$ cat src/rtl/display_ram_scheduler.sv
// Display RAM write-port scheduler: live capture always wins; rectangular fills use idle cycles.
// Optional FILL_CHECKER_EN: fill uses an 8x8 checkerboard of fill_color / ~fill_color.
module display_ram_scheduler #(
    parameter int ROW_W = 9,
    parameter int COL_W = 10,
    parameter int PIX_W = 15
) (
    input  logic                   clock,
    input  logic                   reset,
    input  logic                   vsync,
    input  logic                   capture_req,
    input  logic [ROW_W+COL_W-1:0] capture_addr,
    input  logic [PIX_W-1:0]       capture_data,
    output logic                   capture_grant,
    input  logic                   fill_start,
    input  logic [PIX_W-1:0]       fill_color,
    input  logic [ROW_W-1:0]       fill_row_first,
    input  logic [ROW_W-1:0]       fill_row_last,
    input  logic [COL_W-1:0]       fill_col_last,
    output logic                   fill_busy,
    output logic                   fill_done,
    output logic [ROW_W+COL_W-1:0] ram_wraddress,
    output logic [PIX_W-1:0]       ram_data,
    output logic                   ram_wren
);

    typedef enum logic [1:0] {
        IDLE,
        WAIT_FRAME,
        FILL,
        DONE
    } state_t;

    state_t                 state_q, state_d;
    logic [ROW_W-1:0]       row_q, row_d;
    logic [COL_W-1:0]       col_q, col_d;
    logic [PIX_W-1:0]       color_q, color_d;
    logic [ROW_W-1:0]       row_first_q, row_first_d;
    logic [ROW_W-1:0]       row_last_q, row_last_d;
    logic [COL_W-1:0]       col_last_q, col_last_d;
    logic                   vsync_q, vsync_d;
    logic [ROW_W+COL_W-1:0] addr_q, addr_d;
    logic [PIX_W-1:0]       data_q, data_d;
    logic                   wren_q, wren_d;
    logic                   grant_q, grant_d;
    logic [PIX_W-1:0]       fill_pix;
    logic                   frame_edge;

`ifdef FILL_CHECKER_EN
    always_comb begin
        fill_pix = (row_q[3] ^ col_q[3]) ? ~color_q : color_q;
    end
`else
    always_comb begin
        fill_pix = color_q;
    end
`endif

    assign frame_edge = vsync_q & ~vsync;

    always_comb begin
        state_d     = state_q;
        row_d       = row_q;
        col_d       = col_q;
        color_d     = color_q;
        row_first_d = row_first_q;
        row_last_d  = row_last_q;
        col_last_d  = col_last_q;
        vsync_d     = vsync;
        addr_d      = addr_q;
        data_d      = data_q;
        wren_d      = 1'b0;
        grant_d     = 1'b0;

        if (capture_req) begin
            wren_d  = 1'b1;
            grant_d = 1'b1;
            addr_d  = capture_addr;
            data_d  = capture_data;
        end

        unique case (state_q)
            IDLE: begin
                if (fill_start) begin
                    color_d     = fill_color;
                    row_first_d = fill_row_first;
                    row_last_d  = fill_row_last;
                    col_last_d  = fill_col_last;
                    state_d     = WAIT_FRAME;
                end
            end
            WAIT_FRAME: begin
                if (frame_edge) begin
                    row_d   = row_first_q;
                    col_d   = '0;
                    state_d = (row_first_q > row_last_q) ? DONE : FILL;
                end
            end
            FILL: begin
                // A cycle lost to capture leaves the counters on the same pixel
                if (!capture_req) begin
                    wren_d = 1'b1;
                    addr_d = {row_q, col_q};
                    data_d = fill_pix;
                    if (col_q == col_last_q) begin
                        col_d = '0;
                        if (row_q == row_last_q) begin
                            state_d = DONE;
                        end else begin
                            row_d = row_q + ROW_W'(1);
                        end
                    end else begin
                        col_d = col_q + COL_W'(1);
                    end
                end
            end
            DONE: begin
                state_d = IDLE;
            end
            default: begin
                state_d = IDLE;
            end
        endcase
    end

    always_ff @(posedge clock) begin
        if (reset) begin
            state_q     <= IDLE;
            row_q       <= '0;
            col_q       <= '0;
            color_q     <= '0;
            row_first_q <= '0;
            row_last_q  <= '0;
            col_last_q  <= '0;
            vsync_q     <= 1'b0;
            addr_q      <= '0;
            data_q      <= '0;
            wren_q      <= 1'b0;
            grant_q     <= 1'b0;
        end else begin
            state_q     <= state_d;
            row_q       <= row_d;
            col_q       <= col_d;
            color_q     <= color_d;
            row_first_q <= row_first_d;
            row_last_q  <= row_last_d;
            col_last_q  <= col_last_d;
            vsync_q     <= vsync_d;
            addr_q      <= addr_d;
            data_q      <= data_d;
            wren_q      <= wren_d;
            grant_q     <= grant_d;
        end
    end

    assign fill_busy     = (state_q == WAIT_FRAME) || (state_q == FILL);
    assign fill_done     = (state_q == DONE);
    assign ram_wraddress = addr_q;
    assign ram_data      = data_q;
    assign ram_wren      = wren_q;
    assign capture_grant = grant_q;

endmodule

$ cat config.mk
export PLATFORM = sky130hd
export DESIGN_NAME = display_ram_scheduler
export DESIGN_NICKNAME = d
export VERILOG_FILES = /design/src/rtl/display_ram_scheduler.sv
export SDC_FILE = /design/constraint.sdc
export NUM_CORES = 1
export LEC_CHECK = 0
export CAP_MARGIN = 5
export CORE_MARGIN = 3
export CORE_UTILIZATION = 45
export DETAILED_ROUTE_END_ITERATION = 6
export PLACE_DENSITY = 0.76
export SLEW_MARGIN = 5
export SYNTH_ARGS = -nofsm -noshare
export SYNTH_HDL_FRONTEND = slang
export SYNTH_SLANG_ARGS = --single-unit
$ cat constraint.sdc
create_clock -name clock -period 2.9 [get_ports clock]
set_input_delay 0.58 -clock clock [delete_from_list [all_inputs] [get_ports clock]]
set_output_delay 0.58 -clock clock [all_outputs]
set_load 0.005 [all_outputs]
==> summary.txt, run 1 <==
Die
  – Die Ht: roughly 110 um
  – Core Rows: 36
  – Die width: 108.5 um
  – Top-level port count: 120
  – Initial Utilization: 47.25%
  – Core area: 10000 sq um
  – DIE AREA: 11760 sq um

Power
  – PwrDens: 637.4 nW/um^2
  – Switch share: 35.01%
  – Share of power burned in registers: 42.8%
  – Peak VDD IR: just over 0.4 mV
  – Clock group share of total power: about 22%
  – Leakage power: 2.351 nW
  – Logic gate share of total power: 35.6%
  – Sw power: approximately 1.4 mW
  – Cell Int Power: ~2.6 mW

Placement
  – GPL Wtd Cong: about 0.85
  – Detailed Place HPWL: 9158 um
  – PortBufs: 119
  – Placed Cells incl. Taps: 821
  – Pre-CTS WS: slightly above 90 ps

Clock tree
  – Clock transition at path regs: 90 ps
  – Post-cts sizing count: 0
  – Root Driver: clkbuf_8
  – CTS Hold Buffers Added: 0
  – Htree depth: 3
  – Skew-Pair Late Insertion Delay: 370 ps
  – Post-CTS setup buffers: 0
  – Number of CTS-inserted buffers: 9
  – CTS sink count: 101
  – CTS max path bufs: 2
  – TritonCTS clock tree: yes

Timing
  – Period Utilization, post-route: roughly 90%
  – Final min period: roughly 2600 ps
  – Endpoints failing setup: 0
  – Max Clock Skew: 8.288 ps
  – Setup_tns: 0 ps
  – RSZ-0062 raised after global routing: false
  – Fin worst setup slack: 291.6 ps
  – Worst Hold Slack: 459.9 ps
  – F_max: approximately 380 MHz
  – Worst-Margin Slew: ~660 ps
  – Final Hold Fails: 0
  – Max-slew violations: 0
  – Relative slew slack: 56.17%

Setup path
  – Reg-to-Reg End: row_q[7]$_SDFFE_PP0P_
  – Crit path to: row_q[7]$_SDFFE_PP0P_
  – Setup crit start: state_q[0]$_SDFFE_PP0P_
  – Critical path capture point type: register
  – Crit path DAT: 2910 ps
  – Crit path max fanout: 15
  – R2R Setup Slk: 290 ps
  – Worst-case reg-to-reg path depth: 8
  – Worst setup SP type: register
  – Reg2reg start: state_q[0]$_SDFFE_PP0P_
  – Worst EP required: between 3000 and 4000 ps
  – Worst Path Class, Setup: reg2reg

Cells and area
  – Antenna Cells: 0
  – Final design utilization: 62.26%
  – Fill cell count: 912
  – Finished Layout Cells: between 800 and 900
  – Nets: ~800
  – Share of post-route cells with drive strength above 1: 4.552%
  – Layout area overhead: 31.78%

Routing
  – Via count: 4361
  – Final wirelength: approximately 13000 um
  – Via/cell ratio: roughly 5.2
  – Wirelength per Cell: between 10 and 15 um
  – Detailed-router iteration count before antenna repair: 4
  – DRC: 0
  – Iter 0 DRT Violations: 282
  – Antenna-violating nets left: 0

Logic synthesis
  – Synth area leaders: dfxtp_1 43%, a21oi_1 9.5%, nand2_1 8.5%, mux2i_1 7.8%, nor2_1 6.9%
  – Sequential fraction of the synthesis area: 42.80%
  – Cells after synthesis: approximately 600
  – Ys async rst share: 0%
  – Register bit count reported by yosys: around 100
  – Largest area contributor in the netlist: dfxtp_1
  – Yosys cell types: 46
  – Post-synth design cell area: 4725 sq um
  – Synthesized area per cell: 7.994 sq um
  – Synthesized Nets: roughly 690
  – Top cell type's share of synthesized area: 42.80%
  – Number of synthesized flops with an enable pin: 0
  – Ys flop type: dfxtp_1
  – Yosys Warn Count: 0

Min path
  – Min-Delay Path Class: reg2reg

Flow run
  – Max_cap viols: 0

GRT
  – Global-route wire length before repair: 20440 um
  – Vias in the first global route: 4280
  – Remaining Overflow, GRT: 0
  – Largest net degree at the start of global routing: 71
  – Initial antenna violation count: 0
  – GRT Resource Usage Total: a little over a fifth

Outcome
  – Status: finished, final reports clean
power groups by stage:
stage / Clock [mW] / Sequential (mW) / Combinational (mW)
floorplan: 0 / 1.68 / 0.927
global placement: 0 / 1.72 / 1.38
detailed placement: 0 / 1.73 / 1.41
CTS: 0.882 / 1.70 / 1.42
global route: 0.927 / 1.72 / 1.58
finish: 0.854 / 1.70 / 1.41
state kept, by name, indices dropped and copies added (netlist names):
signal,count
vsync_q,1
color_q,15
row_first_q,9
row_last_q,9
state_q,2
col_q,10
col_last_q,10
ram_wraddress,19
capture_grant,1
ram_data,15
row_q,9
ram_wren,1
cell type report:
cell class | instances | area (sq um) | area share [%]
Multi-Input combinational cell | 437 | 2497 | 40.11
Timing Repair Buffer | 131 | 1284 | 20.62
Clock inverter | 2 | 16.27 | 0.2613
Clock buffer | 13 | 168.9 | 2.713
Tap cell | 133 | 166.4 | 2.673
Sequential cell | 101 | 2022 | 32.48
Inverter | 19 | 71.32 | 1.145
kinds of logic (layout without fill, tap and decap cells):
| family | Yosys count | after routing | synth area share (%) |
|---|---|---|---|
| adder cells (fa/ha/maj) | 16 | 16 | 4.237 |
| buffers and inverters | 53 | 165 | 4.396 |
| AND/OR/NAND/NOR | 235 | 235 | 20.76 |
| flip-flops | 101 | 101 | 42.80 |
| multiplexers | 37 | 37 | 7.839 |
| XOR/XNOR | 27 | 27 | 5.005 |
| AO/OA/AOI/OAI | 122 | 122 | 14.96 |
routing by layer:
layer,track usage (%),wire (um),vias to the layer above
met5,0,0,-
met4,6.222,159,0
met3,7.701,1018,15
met2,35.48,5724,140
met1,27.81,5621,2008
li1,-,-,2198
per-stage QoR:
step	power [mW]	cell area [sq um]
2_1_floorplan	2.609	4725
3_3_place_gp	3.098	6041
3_5_place_dp	3.145	6041
4_1_cts	4.004	6226
5_1_grt	4.228	6226
6_report	3.969	6226
worst min path at each step:
stage / startpoint / to / slack (ps) / cells past startpoint
finish: color_q[10]$_SDFFE_PP0P_ / color_q[10]$_SDFFE_PP0P_ / 460 / 2
global route: color_q[0]$_SDFFE_PP0P_ / color_q[0]$_SDFFE_PP0P_ / 480 / 2
CTS: color_q[10]$_SDFFE_PP0P_ / color_q[10]$_SDFFE_PP0P_ / 460 / 2
detailed placement: color_q[10]$_SDFFE_PP0P_ / color_q[10]$_SDFFE_PP0P_ / 450 / 2
global placement: color_q[6]$_SDFFE_PP0P_ / color_q[6]$_SDFFE_PP0P_ / 440 / 2
floorplan: color_q[0]$_SDFFE_PP0P_ / color_q[0]$_SDFFE_PP0P_ / 440 / 2
critical path, stage by stage (launching register included):
cell	delay, ps
dfxtp_1	410
inv_1	120
ha_2	350
and2_4	210
a211o_1	340
a41oi_2	200
nand2_1	210
or4_1	540
a31oi_1	160
synth_stat cells, types with 2 or more instances:
cell,count
and2_1,2
dfxtp_1,101
xor2_1,16
a31oi_1,3
inv_1,18
a2111oi_0,2
xnor2_1,11
clkbuf_1,32
a21oi_1,90
nand2_1,107
nor3_1,6
o21ai_0,4
o32ai_1,2
nand4_1,8
o21a_1,4
nor3b_1,2
o211ai_1,3
ha_1,16
a311oi_1,2
nor2b_1,4
and3_1,7
nand3_1,5
mux2i_1,37
nor2_1,87
cells in the final DEF, fill, tap and decap left out, types with 2 or more instances in the layout:
cell type / synthesis / layout
nand2_1: 107 / 107
a31oi_1: 3 / 3
clkbuf_8: 0 / 12
nor3_1: 6 / 6
o32ai_1: 2 / 2
ha_1: 16 / 15
a311oi_1: 2 / 2
and2_1: 2 / 2
xor2_1: 16 / 16
o211ai_1: 3 / 3
inv_1: 18 / 18
mux2i_1: 37 / 37
buf_4: 0 / 11
xnor2_1: 11 / 11
nand3_1: 5 / 5
clkdlybuf4s50_1: 0 / 117
and3_1: 7 / 7
nor3b_1: 2 / 2
nand4_1: 8 / 8
o21ai_0: 4 / 4
a2111oi_0: 2 / 2
buf_2: 1 / 2
a21oi_1: 90 / 90
dfxtp_1: 101 / 101
o21a_1: 4 / 4
nor2b_1: 4 / 4
nor2_1: 87 / 87
Power figures use the tool's default switching activity.
==> run 2, diff against run 1 <==
--- a/config.mk
+++ b/config.mk
@@ -5,11 +5,11 @@
 export SDC_FILE = /design/constraint.sdc
 export NUM_CORES = 1
 export LEC_CHECK = 0
-export CAP_MARGIN = 5
 export CORE_MARGIN = 3
 export CORE_UTILIZATION = 45
+export CTS_BUF_LIST = sky130_fd_sc_hd__clkbuf_8
 export DETAILED_ROUTE_END_ITERATION = 6
-export PLACE_DENSITY = 0.76
+export PLACE_DENSITY_LB_ADDON = 0.05
 export SLEW_MARGIN = 5
 export SYNTH_ARGS = -nofsm -noshare
 export SYNTH_HDL_FRONTEND = slang
==> run 2 against run 1 <==
  * Hold slack improved by 2.8 ps
  * Global-route usage fell by 0.27 points
  * Clock power fell by 2.5%
  * Critical path type unchanged
==> summary.txt, run 2 (same netlist as run 1, synthesis figures left out) <==
Outcome
  – Status: finished, final reports clean

Setup path
  – Crit path max fanout: 35 (+20)
  – Crit path depth: 8 (unchanged)
  – CP max stage delay: 450 ps (-90 ps)
  – Reg2reg start: state_q[0]$_SDFFE_PP0P_
  – Worst EP required: 3160 ps (-40 ps)
  – Critical path capture point type: register
  – Worst path bufs/invs: 2 (+1)
  – R2R Setup Slk: 490 ps (+200 ps)
  – Reg-to-Reg End: row_q[8]$_SDFFE_PP0P_
  – Worst Path Class, Setup: reg2reg
  – Crit-path cells: inv_1 -> ha_2 -> buf_4 -> and3_1 -> nand4_1 -> and2_1 -> a2111oi_0 -> nor3_1
  – Worst-case reg-to-reg path depth: 8 (unchanged)
  – Highest-delay cell along the critical path: buf_4
  – Worst setup SP type: register
  – Crit path DAT: 2660 ps (-250 ps)
  – Family with the most delay on the worst path: simple AND/OR/NAND/NOR gates

Min path
  – Hold path depth: 2 (unchanged)
  – Hold Path Origin: color_q[5]$_SDFFE_PP0P_
  – Min-Delay Path Class: reg2reg
  – Worst hold endpoint: color_q[5]$_SDFFE_PP0P_

Placement
  – GPL Wtd Cong: 0.8481 (-0.14%)
  – Detailed Place HPWL: 8915 um (-2.6%)
  – PortBufs: 119 (unchanged)

Timing
  – Relative slew slack: 55.66% (-0.52 points)
  – Period Utilization, post-route: 82.99% (-7.0 points)
  – RSZ-0062 raised after global routing: false
  – Endpoints failing setup: 0 (unchanged)
  – Final Hold Fails: 0 (unchanged)
  – Final min period: 2407 ps (-201.7 ps)
  – Worst Hold Slack: 462.7 ps (+2.772 ps)
  – Max-slew violations: 0 (unchanged)
  – Worst-Margin Slew: 665.1 ps (+7.747 ps)
  – Setup_tns: 0 ps (unchanged)
  – Max Clock Skew: 17.35 ps (+9.063 ps)
  – F_max: 415.5 MHz (+8.4%)

Power
  – Total Power: 3.929 mW (-1.0%)
  – PwrDens: 631.4 nW/um^2 (-0.95%)
  – Peak VDD IR: 0.3661 mV (-11%)
  – Leakage power: 2.347 nW (-0.15%)

Cells and area
  – Storage cell area: 2022 sq um (unchanged)
  – Share of post-route cells with drive strength above 1: 4.830% (+0.28 points)
  – Multi-input logic area: 2497 sq um (unchanged)
  – Largest register FFs: 19 (unchanged)
  – Layout area overhead: 31.70% (about the same)
  – Antenna Cells: 0 (unchanged)
  – Nets: 797 (unchanged)
  – Commonest non-fill, non-tap cell in the layout: clkdlybuf4s50_1
  – Most frequent cells in the layout: 117 x clkdlybuf4s50_1, 107 x nand2_1, 101 x dfxtp_1
  – Fill cell count: 926 (+1.5%)

Clock tree
  – CTS Hold Buffers Added: 0 (unchanged)
  – Htree depth: 3 (unchanged)
  – CTS sink count: 101 (unchanged)
  – Clock transition at path regs: 100 ps (about the same)
  – Skew-Pair Late Insertion Delay: 370 ps (about the same)
  – TritonCTS clock tree: yes
  – Post-CTS setup buffers: 0 (unchanged)
  – Number of CTS-inserted buffers: 9 (unchanged)
  – Post-cts sizing count: 0 (unchanged)
  – Root Driver: clkbuf_8
  – CTS max path bufs: 2 (unchanged)

Routing
  – Iter 0 DRT Violations: 210 (-26%)
  – Antenna-violating nets left: 0 (unchanged)
  – Final wirelength: 12300 um (-1.8%)
  – Via/cell ratio: 5.178 (-0.74%)
  – DRC: 0 (unchanged)
  – Wirelength per Cell: 14.70 um (-1.9%)
  – Detailed-router iteration count before antenna repair: 4 (unchanged)
  – Via count: 4334 (-0.62%)

Die
  – Core Rows: 36 (unchanged)
  – Die width: 108.5 um (unchanged)
  – DIE AREA: 11760 sq um (unchanged)
  – Core area: 10000 sq um (unchanged)
  – Top-level port count: 120 (unchanged)
  – Initial Utilization: 47.25% (unchanged)
  – Die Ht: 108.5 um (unchanged)

GRT
  – Global-route wire length before repair: 20270 um (-0.81%)
  – Vias in the first global route: 4205 (-1.8%)
  – Largest net degree at the start of global routing: 71 (unchanged)
  – GRT Resource Usage Total: 21.71% (-0.27 points)
  – Remaining Overflow, GRT: 0 (unchanged)
  – Initial antenna violation count: 0 (unchanged)

Flow run
  – Max_cap viols: 0 (unchanged)
run 2: area by class of cell:
type,count,share of cell area (%)
clock buffer,9,1.991
multi-input combinational,437,40.14
clock inverter,7,0.9250
inverter,19,1.146
sequential,101,32.50
timing repair buffer,131,20.63
tap,133,2.674
run 2: how the worst max path moves through the flow:
stage                                  from               endpoint  slack (ps)
global route        state_q[0]$_SDFFE_PP0P_  row_q[8]$_SDFFE_PP0P_         250
finish              state_q[0]$_SDFFE_PP0P_  row_q[8]$_SDFFE_PP0P_         490
CTS                 state_q[0]$_SDFFE_PP0P_  row_q[8]$_SDFFE_PP0P_         480
floorplan           state_q[0]$_SDFFE_PP0P_  row_q[7]$_SDFFE_PP0P_         690
detailed placement                    vsync  row_q[5]$_SDFFE_PP0P_         150
global placement                      vsync  row_q[5]$_SDFFE_PP0P_         210
run 2: report_power, final:
group	total, mW	internal, mW	switching, mW
Combinational	1.40	0.639	0.761
Clock	0.833	0.324	0.509
Sequential	1.70	1.55	0.146
Total	3.93	2.51	1.42
run 2: worst register-to-register path, cell delays in order, from the launching register on:
cell and delay, ps:
dfxtp_1 360, inv_1 140, ha_2 230, buf_4 450, and3_1 320, nand4_1 150, and2_1 200, a2111oi_0 360
nor3_1 80
run 2: per-layer routing:
layer	routed length, um	track usage (%)
met5	0	0
met4	199	7.124
met3	896	5.910
met2	5742	34.91
met1	5462	28.23
run 2: stage by stage:
| stage | util, % | worst slack (ps) | instance area [sq um] | instances |
|---|---|---|---|---|
| after global placement | 60.41 | 212.3 | 6041 | 821 |
| after floorplan | - | 686.1 | 4725 | 591 |
| after global routing | 62.22 | 252.6 | 6222 | 837 |
| final | 62.22 | 493.4 | 6222 | 837 |
| after CTS | 62.22 | 481.8 | 6222 | 837 |
| after detailed placement | 60.41 | 150.5 | 6041 | 821 |
==> run 3, diff against run 2 <==
==> constraint.sdc (replaced) <==
create_clock -name clock -period 2.1 [get_ports clock]
set_input_delay 0.42 -clock clock [delete_from_list [all_inputs] [get_ports clock]]
set_output_delay 0.42 -clock clock [all_outputs]
set_load 0.005 [all_outputs]
==> run 3 against run 2 <==
  * Power is 48% higher
  * Clock skew is 9.0 ps lower
  * Clock power is 40% higher
  * Critical path type is now in2reg
  * Critical path depth is 1 lower
  * Combinational power is 66% higher
  * Count of clock-buffer cells in the layout is 1 higher
  * Wire length is 6.8% higher
==> summary.txt, run 3 (same netlist as run 1, synthesis figures left out) <==
Cells and area
  – Multi-input logic area: 2524 sq um (+1.1%)
  – Layout area overhead: 38.03%
  – Most frequent cells in the layout: 116 x clkdlybuf4s50_1, 106 x nand2_1, 97 x dfxtp_1
  – Nets: 828 (+3.9%)
  – Antenna Cells: 0 (unchanged)
  – Storage cell area: 2027 sq um (+0.25%)
  – Commonest non-fill, non-tap cell in the layout: clkdlybuf4s50_1
  – Fill cell count: 909 (-1.8%)
  – Largest register FFs: 19 (unchanged)
  – Finished Layout Cells: 868 (+3.7%)
  – Design Area, Final: 6521 sq um (+4.8%)
  – Final design utilization: 65.22% (+3.0 points)
  – Share of post-route cells with drive strength above 1: 9.796% (+5.0 points)

Power
  – Leakage power: 2.522 nW (+7.4%)
  – Peak VDD IR: 0.4696 mV (+28%)
  – Total Power: 5.833 mW (+48%)
  – PwrDens: 894.4 nW/um^2 (+42%)

Setup path
  – Worst setup SP type: input pin
  – Critical path capture point type: register
  – Setup crit start: vsync
  – Crit path DAT: 2360 ps (-300 ps)
  – Reg2reg start: state_q[0]$_SDFFE_PP0P_
  – R2R Setup Slk: 60 ps (-430 ps)
  – Worst Path Class, Setup: in2reg
  – Crit path max fanout: 3 (-91%)
  – Worst EP required: 2410 ps (-750 ps)

Routing
  – Antenna-violating nets left: 0 (unchanged)
  – Wirelength per Cell: 15.13 um (+3.0%)
  – Detailed-router iteration count before antenna repair: 5 (+1)
  – Final wirelength: 13140 um (+6.8%)
  – Via/cell ratio: 5.099 (-1.5%)
  – Iter 0 DRT Violations: 246 (+17%)
  – Via count: 4426 (+2.1%)
  – DRC: 0 (unchanged)

Timing
  – Relative slew slack: 56.12% (+0.46 points)
  – Final Hold Fails: 0 (unchanged)
  – Max Clock Skew: 8.336 ps (-9.015 ps)
  – Period Utilization, post-route: 97.96%
  – F_max: 486.1 MHz
  – Worst-Margin Slew: 658.2 ps (-6.884 ps)
  – Fin worst setup slack: 42.86 ps (-450.5 ps)
  – Max-slew violations: 0 (unchanged)
  – Endpoints failing setup: 0 (unchanged)
  – Final min period: 2057 ps

Die
  – Core Rows: 36 (unchanged)
  – DIE AREA: 11760 sq um (unchanged)
  – Initial Utilization: 47.25% (unchanged)
  – Core area: 10000 sq um (unchanged)
  – Die width: 108.5 um (unchanged)
  – Top-level port count: 120 (unchanged)
  – Die Ht: 108.5 um (unchanged)

GRT
  – GRT Resource Usage Total: 22.54% (+0.84 points)
  – Vias in the first global route: 4351 (+3.5%)
  – Largest net degree at the start of global routing: 71 (unchanged)
  – Remaining Overflow, GRT: 0 (unchanged)
  – Initial antenna violation count: 0 (unchanged)
  – Global-route wire length before repair: 20840 um (+2.8%)

Clock tree
  – TritonCTS clock tree: yes
  – CTS sink count: 101 (unchanged)
  – Number of CTS-inserted buffers: 9 (unchanged)
  – Htree depth: 3 (unchanged)
  – Clock transition at path regs: 100 ps (about the same)
  – Root Driver: clkbuf_8
  – Skew-Pair Late Insertion Delay: 370 ps (about the same)
  – CTS max path bufs: 2 (unchanged)

Placement
  – Placed Cells incl. Taps: 846 (+3.0%)
  – PortBufs: 119 (unchanged)
  – Detailed Place HPWL: 9268 um (+4.0%)
  – Pre-CTS WS: -329.0 ps (-479.5 ps)
  – GPL Wtd Cong: 0.8796 (+3.7%)
  – Area after DPL: 6242 sq um (+3.3%)

Flow run
  – Max_cap viols: 0 (unchanged)

Min path
  – Hold Path Origin: reset
  – Min-Delay Path Class: in2reg

Outcome
  – Status: finished, final reports clean
[run 3: cell count changes in the layout (fill, tap and decap cells not counted), sizes merged]
cell           delta
buf              +30
dlygate4sd2       +1
clkdlybuf4s50     -1
inv               -1
clkbuf            +2
[run 3: final timing paths]
check / endpoint / cells past startpoint
worst max-delay path: row_q[7]$_SDFFE_PP0P_ / 7
worst min-delay path: row_last_q[2]$_SDFFE_PP0P_ / 2
worst max register to register: row_q[7]$_SDFFE_PP0P_ / 8
worst min register to register: color_q[1]$_SDFFE_PP0P_ / 2
[run 3: per-layer routing]
metal,share of wire (%),vias up,track usage (%)
met5,0,-,0
met4,2.1,0,8.476
met3,8.0,22,7.582
met2,44,146,34.55
met1,45,1990,29.41
li1,-,2268,-
[run 3: worst max-delay path: stages]
cell and delay [ps]:
clkdlybuf4s50_1 460, nand2b_1 190, a211o_1 320, a41oi_2 210, nand2_2 110, or4_1 520
a31oi_1 130
[run 3: layout make-up]
cell class              instances  share of cell area (%)
inverters                      19                   1.094
clock buffers                  10                   2.111
clock inverters                 6                  0.7099
well taps                     133                   2.552
flip-flops and latches        101                   31.08
multi-input cells             437                   38.70
repair buffers                162                   23.75
[run 3: where the power goes]
group	switching [mW]	total [mW]	internal, mW
combinational	1.19	2.33	1.14
clock	0.695	1.17	0.472
sequential	0.195	2.34	2.15
[run 3: timing repair]
action / CTS / global route
gates cloned: 0 / 1
hold buffers: 0 / 0
buffers inserted: 1 / 4
setup endpoints to repair: 2 / 7
pin swaps: 0 / 5
gates resized for setup: 2 / 9
[run 3: through the flow]
step / setup TNS, ps / hold WS, ps
floorplan: 0 / 436.0
global placement: -2001 / 442.6
detailed placement: -3143 / 449.7
CTS: 0 / 424.1
global route: -70.66 / 447.0
finish: 0 / 442.3
